$ cat src/rtl/centroid_divider.sv
// centroid_divider: turns per-cluster channel totals and a pixel count into an
// updated 8-bit RGB centroid. One restoring divider is reused for R, G and B,
// one quotient bit per cycle. Empty clusters keep their old centroid.
// Build option: define CENTROID_ROUND_EN for round-half-up quotients (one
// extra iteration per channel); undefined gives truncating quotients.
module centroid_divider #(
  parameter int unsigned SumWidth       = 26,
  parameter int unsigned CountWidth     = 14,
  parameter int unsigned PixWidth       = 8,
  parameter int unsigned ClusterIdWidth = 4,
  parameter int unsigned Threshold      = 1
) (
  input  logic                      clk,
  input  logic                      reset,
  input  logic                      in_valid,
  output logic                      in_ready,
  input  logic [SumWidth-1:0]       red_sum,
  input  logic [SumWidth-1:0]       green_sum,
  input  logic [SumWidth-1:0]       blue_sum,
  input  logic [CountWidth-1:0]     co_sum,
  input  logic [3*PixWidth-1:0]     old_centroid,
  input  logic [ClusterIdWidth-1:0] in_cluster,
  output logic                      out_valid,
  input  logic                      out_ready,
  output logic [3*PixWidth-1:0]     new_centroid,
  output logic [ClusterIdWidth-1:0] out_cluster,
  output logic                      out_empty,
  output logic                      out_changed
);

`ifdef CENTROID_ROUND_EN
  localparam int unsigned DivWidth = SumWidth + 1;
`else
  localparam int unsigned DivWidth = SumWidth;
`endif
  localparam int unsigned CntWidth = $clog2(DivWidth + 1);
  localparam logic [CntWidth-1:0] LastIter = CntWidth'(DivWidth - 1);

  localparam logic [2:0] StIdle = 3'd0;
  localparam logic [2:0] StDivR = 3'd1;
  localparam logic [2:0] StDivG = 3'd2;
  localparam logic [2:0] StDivB = 3'd3;
  localparam logic [2:0] StDone = 3'd4;

  logic [2:0]                state;
  logic [SumWidth-1:0]       green_q, blue_q;
  logic [CountWidth-1:0]     co_q;
  logic [3*PixWidth-1:0]     old_q;
  logic [ClusterIdWidth-1:0] cluster_q;
  logic                      empty_q;
  logic [PixWidth-1:0]       q_r, q_g, q_b;
  logic [CntWidth-1:0]       cnt;
  // dq holds the not-yet-consumed dividend bits; quotient bits shift in at the LSB
  logic [DivWidth-1:0]       dq, dq_nxt;
  logic [CountWidth:0]       rem, rem_sh, rem_nxt, div_ext;
  logic                      take;
  logic [PixWidth-1:0]       quot_sat;

  function automatic logic [DivWidth-1:0] make_dividend(input logic [SumWidth-1:0]   s,
                                                        input logic [CountWidth-1:0] c);
`ifdef CENTROID_ROUND_EN
    return DivWidth'(s) + DivWidth'(c >> 1);
`else
    if (c == '0) return s;
    return s;
`endif
  endfunction

  function automatic logic moved(input logic [PixWidth-1:0] a, input logic [PixWidth-1:0] b);
    logic [PixWidth:0] d;
    d = (a > b) ? ({1'b0, a} - {1'b0, b}) : ({1'b0, b} - {1'b0, a});
    return d > (PixWidth + 1)'(Threshold);
  endfunction

  // One restoring-division step plus saturation of the resulting quotient
  always_comb begin
    rem_sh   = {rem[CountWidth-1:0], dq[DivWidth-1]};
    div_ext  = {1'b0, co_q};
    take     = rem_sh >= div_ext;
    rem_nxt  = take ? (rem_sh - div_ext) : rem_sh;
    dq_nxt   = {dq[DivWidth-2:0], take};
    quot_sat = (|dq_nxt[DivWidth-1:PixWidth]) ? '1 : dq_nxt[PixWidth-1:0];
  end

  // Control FSM, operand latches, divider state and registered outputs
  always_ff @(posedge clk) begin
    if (reset) begin
      state        <= StIdle;
      in_ready     <= 1'b1;
      out_valid    <= 1'b0;
      new_centroid <= '0;
      out_cluster  <= '0;
      out_empty    <= 1'b0;
      out_changed  <= 1'b0;
      green_q      <= '0;
      blue_q       <= '0;
      co_q         <= '0;
      old_q        <= '0;
      cluster_q    <= '0;
      empty_q      <= 1'b0;
      q_r          <= '0;
      q_g          <= '0;
      q_b          <= '0;
      cnt          <= '0;
      dq           <= '0;
      rem          <= '0;
    end else begin
      case (state)
        StIdle: begin
          if (in_valid) begin
            green_q   <= green_sum;
            blue_q    <= blue_sum;
            co_q      <= co_sum;
            old_q     <= old_centroid;
            cluster_q <= in_cluster;
            empty_q   <= (co_sum == '0);
            dq        <= make_dividend(red_sum, co_sum);
            rem       <= '0;
            cnt       <= '0;
            in_ready  <= 1'b0;
            state     <= (co_sum == '0) ? StDone : StDivR;
          end
        end
        StDivR, StDivG, StDivB: begin
          rem <= rem_nxt;
          dq  <= dq_nxt;
          cnt <= cnt + 1'b1;
          if (cnt == LastIter) begin
            cnt <= '0;
            rem <= '0;
            case (state)
              StDivR: begin
                q_r   <= quot_sat;
                dq    <= make_dividend(green_q, co_q);
                state <= StDivG;
              end
              StDivG: begin
                q_g   <= quot_sat;
                dq    <= make_dividend(blue_q, co_q);
                state <= StDivB;
              end
              default: begin
                q_b   <= quot_sat;
                state <= StDone;
              end
            endcase
          end
        end
        StDone: begin
          // First DONE cycle publishes the result; later cycles wait for the consumer
          if (!out_valid) begin
            out_valid   <= 1'b1;
            out_cluster <= cluster_q;
            out_empty   <= empty_q;
            if (empty_q) begin
              new_centroid <= old_q;
              out_changed  <= 1'b0;
            end else begin
              new_centroid <= {q_r, q_g, q_b};
              out_changed  <= moved(q_r, old_q[3*PixWidth-1 -: PixWidth]) |
                              moved(q_g, old_q[2*PixWidth-1 -: PixWidth]) |
                              moved(q_b, old_q[PixWidth-1:0]);
            end
          end else if (out_ready) begin
            out_valid <= 1'b0;
            in_ready  <= 1'b1;
            state     <= StIdle;
          end
        end
        default: state <= StIdle;
      endcase
    end
  end

endmodule

$ cat config.mk
export PLATFORM = sky130hd
export DESIGN_NAME = centroid_divider
export DESIGN_NICKNAME = d
export VERILOG_FILES = /design/src/rtl/centroid_divider.sv
export SDC_FILE = /design/constraint.sdc
export NUM_CORES = 1
export LEC_CHECK = 0
export BUFFER_PORTS_ARGS = -buffer_cell sky130_fd_sc_hd__buf_4
export CORE_MARGIN = 2
export CORE_UTILIZATION = 45
export CTS_CLUSTER_DIAMETER = 80
export CTS_CLUSTER_SIZE = 10
export DETAILED_ROUTE_END_ITERATION = 7
export GPL_TIMING_DRIVEN = 0
export PLACE_DENSITY = 0.62
export SYNTH_ARGS = -nofsm -noshare
export SYNTH_HDL_FRONTEND = slang
export SYNTH_SLANG_ARGS = --single-unit
$ cat constraint.sdc
create_clock -name clk -period 3.85 [get_ports clk]
set_input_delay 0.1925 -clock clk [delete_from_list [all_inputs] [get_ports clk]]
set_output_delay 0.1925 -clock clk [all_outputs]
set_load 0.01 [all_outputs]
* After elaboration in Yosys (flattened, before gate mapping)
Index checks and enable logic that the tools add are counted.
** Storage, ports and cells
- Register bits :: 199
- Bits in latches :: 0
- Memory bits (writable) :: 0
- Bits in read-only memories :: 0
- Bits of input ports :: 124
- Output and inout port bits :: 32
- Logic and storage cells :: 112
- Memories kept :: 0
** Cells by class
- Add/subtract/negate cells :: 8
- Multipliers :: 0
- Div/mod/pow operators :: 0
- Magnitude comparators :: 7
- Equal/unequal tests :: 9
- Shifts and indexed selects :: 0
- Muxes and demuxes :: 49
- Bitwise logic cells :: 4
- Reduce and logical (&&, ||, !) cells :: 16
** Operators by type and width (number)
- 2-to-1 mux 26 bit :: 8
- case mux 26 bit (2 select lines) :: 2
- subtractor 8 x 8 -> 9 bit :: 6
- 2-to-1 mux 14 bit :: 3
- logical NOT 14 bit :: 2
- case mux 14 bit (2 select lines) :: 1
- > comparator 9 x 1 -> 1 bit, second input constant :: 3
- 2-to-1 mux 9 bit :: 3
- > comparator 8 bit :: 3
- 2-to-1 mux 24 bit :: 1
- 2-to-1 mux 1 bit :: 19
- OR reduction 18 bit :: 1
- >= comparator 15 x 14 -> 1 bit :: 1
- 2-to-1 mux 3 bit :: 5
- subtractor 14 bit :: 1
- 2-to-1 mux 5 bit :: 2
- case mux 5 bit (2 select lines) :: 1
- case mux 3 bit (3 select lines) :: 1
- AND reduction 3 bit :: 3
- 2-to-1 mux 8 bit :: 1
- != test 2 bit, second input constant :: 4
- AND reduction 4 bit :: 2
- == test 3 x 2 -> 1 bit, second input constant :: 2
- case mux 3 bit (2 select lines) :: 1
- other kinds (12) :: 17

* Logic depth before layout (Yosys ltp)
- Depth after elaboration :: 10
- Gate-level depth with buffers :: 12
- Mapped depth without buffers :: 12

* Worst setup path after synthesis
Ideal clock, no wire load.
- Path kind :: flip-flop to flip-flop
- From :: reg q_g[0]
- To :: reg out_changed
- Library setup time :: 121 ps
- Arrival :: 2544 ps
- Data required time :: 3729 ps
- Setup slack :: 1185 ps
- Stages on the path, launching flop included :: 13
- Path buffers :: 0
- Period minus slack after synthesis :: 2665 ps
- Cell sequence :: dfxtp_1 -> inv_1 -> ha_1 -> fa_1 -> nand2b_1 -> a211oi_1 -> o21ai_0 -> mux2i_1 -> or4_1 -> a21oi_1 -> o21ai_1 -> nor4_1 -> o21ai_1
** Between the ends
- Cells in the longest elaborated chain, start to end :: 6
- Elaborated cells on any way between the ends :: 8
- Those cells by class :: 2 x add/sub; 2 x order compare; 2 x mux; 2 x bitwise
** Ends and longest elaborated chain
- from (decl) :: line 51 : logic [PixWidth-1:0] q_r, q_g, q_b;
- from (signal assigned) :: line 138 : q_g <= quot_sat;
- subtractor 8 x 8 -> 9 bit / > comparator 8 bit (equally long branches) :: line 71 : d = (a > b) ? ({1'b0, a} - {1'b0, b}) : ({1'b0, b} - {1'b0, a});
- 2-to-1 mux 9 bit * :: line 71
- > comparator 9 x 1 -> 1 bit * :: line 72 : return d > (PixWidth + 1)'(Threshold);
- OR 1 bit * :: line 160 : out_changed <= moved(q_r, old_q[3*PixWidth-1 -: PixWidth]) |
- OR 1 bit * :: line 161 : moved(q_g, old_q[2*PixWidth-1 -: PixWidth]) |
- 2-to-1 mux 1 bit * :: line 155 : if (empty_q) begin
- to (signal assigned) :: line 160
- to (decl) :: line 28 : output logic out_changed
Mark *: on every way between the ends. The rest lies on a longest branch, timed or not.
A chain may end at the register's enable or synchronous reset.

* Worst setup path in the final report
- From :: reg old_q[1]
- To :: reg out_changed
** Between the ends
- Cells in the longest elaborated chain, start to end :: 5
- Elaborated cells on any way between the ends :: 7
- Those cells by class :: 2 x add/sub; 2 x order compare; 2 x mux; 1 x bitwise
** Ends and longest elaborated chain
- from (decl) :: line 48 : logic [3*PixWidth-1:0] old_q;
- from (signal assigned) :: line 114 : old_q <= old_centroid;
- subtractor 8 x 8 -> 9 bit / > comparator 8 bit (equally long branches) :: line 71
- 2-to-1 mux 9 bit * :: line 71
- > comparator 9 x 1 -> 1 bit * :: line 72
- OR 1 bit * :: line 161
- 2-to-1 mux 1 bit * :: line 155
Marks and branches as above.

==> run summary <==
Worst R2R Setup Slack -> 0.51 ns
Iter 0 DRT Violations -> 746
CP Data Required Time -> 4.16 ns
First-pass GRT wire length -> 52100 um
DRT Pass-1 Iters -> 5
Max Clk Rate -> 0.300 GHz
Die area -> 25700 um^2
Routed WL -> 32500 um
WP data arrival -> 3.65 ns
DR WL/cell -> 16.3 um
Number of diodes -> 0
DIE WIDTH -> 160 um
Syn_area_per_cell -> 7.78 um^2
Post-Syn Area -> 11000 um^2
Number of clock sinks -> 199
Crit. Startpoint -> old_q[1]
Setup CP Type -> register to register
Num ports -> 156
Fin area -> 13800 um^2
EDFF count, synth -> 0
Clock Pin Slew Worst Setup and Hold Paths -> 0.08 ns
Crit start category -> register
Total gr overflow -> 0
Number of setup violations in the final report -> 0
Final setup TNS -> 0 ns
Via density -> 5.31
Remaining antenna violation count -> 0
Kind of end point of the critical path -> register
Core area -> 24200 um^2
CP endpoint -> out_changed
Post-DP Area -> 12600 um^2
Die Height -> 160 um
Cell variety after synth -> 74
Slew Limit Fails -> 0
Total number of vias -> 10580
CTS buffer count -> 17
Worst Tran Pin Value -> 0.826 ns
Register area share after synthesis -> 36.2%
Initial core utilization -> 45.5%
Num rows -> 57
Status -> finished clean
Crit-path max FO -> 5
Post-synth ARST share -> 0%
Worst r2r src -> old_q[1]
Leakage power -> 0.00543 uW
Worst-skew pair later-pin latency -> 0.45 ns
Max_slew headroom -> 44.9%
Maximum ir drop on the vdd rail -> 0.000339 V
RSZ-0062 raised after global routing -> no
Max Cap Viol -> 0
Max clock buf depth -> 2
Post-Syn Nets -> 1608
CTS tree -> yes
Area Overhead vs Synth -> 26.0%
Top FF cell, synth -> dfxtp_1
Initial antenna violation count -> 0
Overall Global Routing Usage -> 25.2%
Hpwl dp -> 24600 um
Routability cong. -> 0.876
CTS H-tree depth -> 4
NumNets Final -> 1849
Fin Clk Skew -> 0.0136 ns
Reg2Reg Depth -> 11
Period minus WS final -> 3.34 ns
Fill cells -> 2316
Post-Syn Instances -> 1413
IO buf count -> 154
Largest net degree at the start of global routing -> 23
R2R Path End -> out_changed
DRC viols -> 0
Yosys warns -> 0
Final-report hold violation count -> 0
CTS root buf -> clkbuf_16
Number of global-route vias before repair -> 10022
Worst hold path type -> primary input to register
Share of cells above drive strength 1 -> 13.4%
Post-synthesis register bit count -> 199
Cell Pwr Density -> 428 nW/um^2
Tcrit/Tclk final -> 86.6%
PostCTS Resize Cnt -> 0
Fin util -> 57.3%
[what timing repair did]
item                                    CTS  global route
buffers inserted                          0             0
hold buffers                             67             1
hold endpoints to repair                 67             1
endpoints found under the setup margin    0             0
[worst min path at each step]
stage / start / to / slack [ns] / cells after the start
finish: old_centroid[14] / old_q[14] / 0.01 / 3
detailed placement: green_q[9] / green_q[9] / 0.45 / 2
floorplan: blue_sum[0] / blue_q[0] / 0.33 / 2
global route: old_centroid[22] / old_q[22] / 0.007 / 3
global placement: cluster_q[3] / out_cluster[3] / 0.44 / 2
CTS: blue_sum[24] / blue_q[24] / 0.0006 / 3
[synth_stat cells (29+ instances only)]
cell	instances	share of area, %
a211oi_1	80	5.5
a21oi_1	188	8.6
a22o_1	29	2.3
clkbuf_1	69	2.4
dfxtp_1	199	36
ha_1	64	7.3
inv_1	74	2.5
mux2i_1	36	3.3
nand2_1	235	8.0
nor2_1	156	5.3
o21ai_0	34	1.5
[stage by stage]
step | worst slack, ns | hold slack, ns | instances | total power [uW]
floorplan | 1.19 | 0.328 | 1413 | 3600
finish | 0.515 | 0.00961 | 1991 | 5930
global route | 0.305 | 0.00680 | 1991 | 6270
CTS | 0.539 | 0.000627 | 1990 | 5940
global placement | 0.581 | 0.437 | 1891 | 4030
detailed placement | 0.553 | 0.448 | 1891 | 4050
[critical path, stage by stage (launching register included)]
cell and delay (ns):
dfxtp_1 0.47, inv_1 0.13, ha_1 0.34, nor2b_1 0.15, o31ai_1 0.37, a211oi_1 0.13, o21ai_1 0.37, mux2i_1 0.26
xnor2_1 0.14, o211ai_1 0.22, nor4_1 0.52, o21ai_1 0.10
[routing by layer]
metal  vias up  part of all wire, %  GRT usage (%)
met3        37                  4.6           2.96
met1      4881                   47           34.4
met2       289                   46           41.8
met5         -                    0              0
met4         0                  2.3           7.53
li1       5373                    -              -
[layout make-up]
class / instances / area (um^2) / area share [%]
Multi-Input combinational cell: 1047 / 6350 / 45.8
Sequential cell: 199 / 3980 / 28.8
Timing Repair Buffer: 222 / 1840 / 13.3
Clock buffer: 17 / 425 / 3.07
Tap cell: 324 / 405 / 2.93
Buffer: 93 / 380 / 2.75
Inverter: 74 / 278 / 2.01
Clock inverter: 15 / 189 / 1.36
[report_power, final]
| part | total, uW | switching [uW] | internal [uW] |
|---|---|---|---|
| Sequential | 2290 | 103 | 2180 |
| Combinational | 1790 | 992 | 803 |
| Clock | 1840 | 947 | 897 |
[flip-flops by register name (all words and copies together), names as in the netlist]
name and count:
q_g 8, cluster_q 4, out_changed 1, rem 14, out_valid 1, green_q 26, blue_q 26, co_q 14
dq 26, q_r 8, cnt 5, out_empty 1, empty_q 1, old_q 24, in_ready 1, q_b 8
state 3, new_centroid 24, out_cluster 4
[kinds of logic after synthesis]
group / Yosys count / share of synthesized area (%)
DFF: 199 / 36.2
xor gates and xnor gates: 29 / 2.31
buffers and inverters: 167 / 5.99
adders and majority gates: 71 / 8.56
AOI/OAI and AO/OA: 406 / 23.6
muxes: 37 / 3.38
and+or+nand+nor: 504 / 19.9
[cell usage in the layout, fill, tap and decap left out, drive strengths merged, types with 64 or more instances in the layout]
master and n:
ha 64, nand2 235, a21oi 189, buf 178, dfxtp 199, dlygate4sd3 68, a211oi 80, clkbuf 86
inv 85, nor2 158
(Power assumes the default switching activity.)
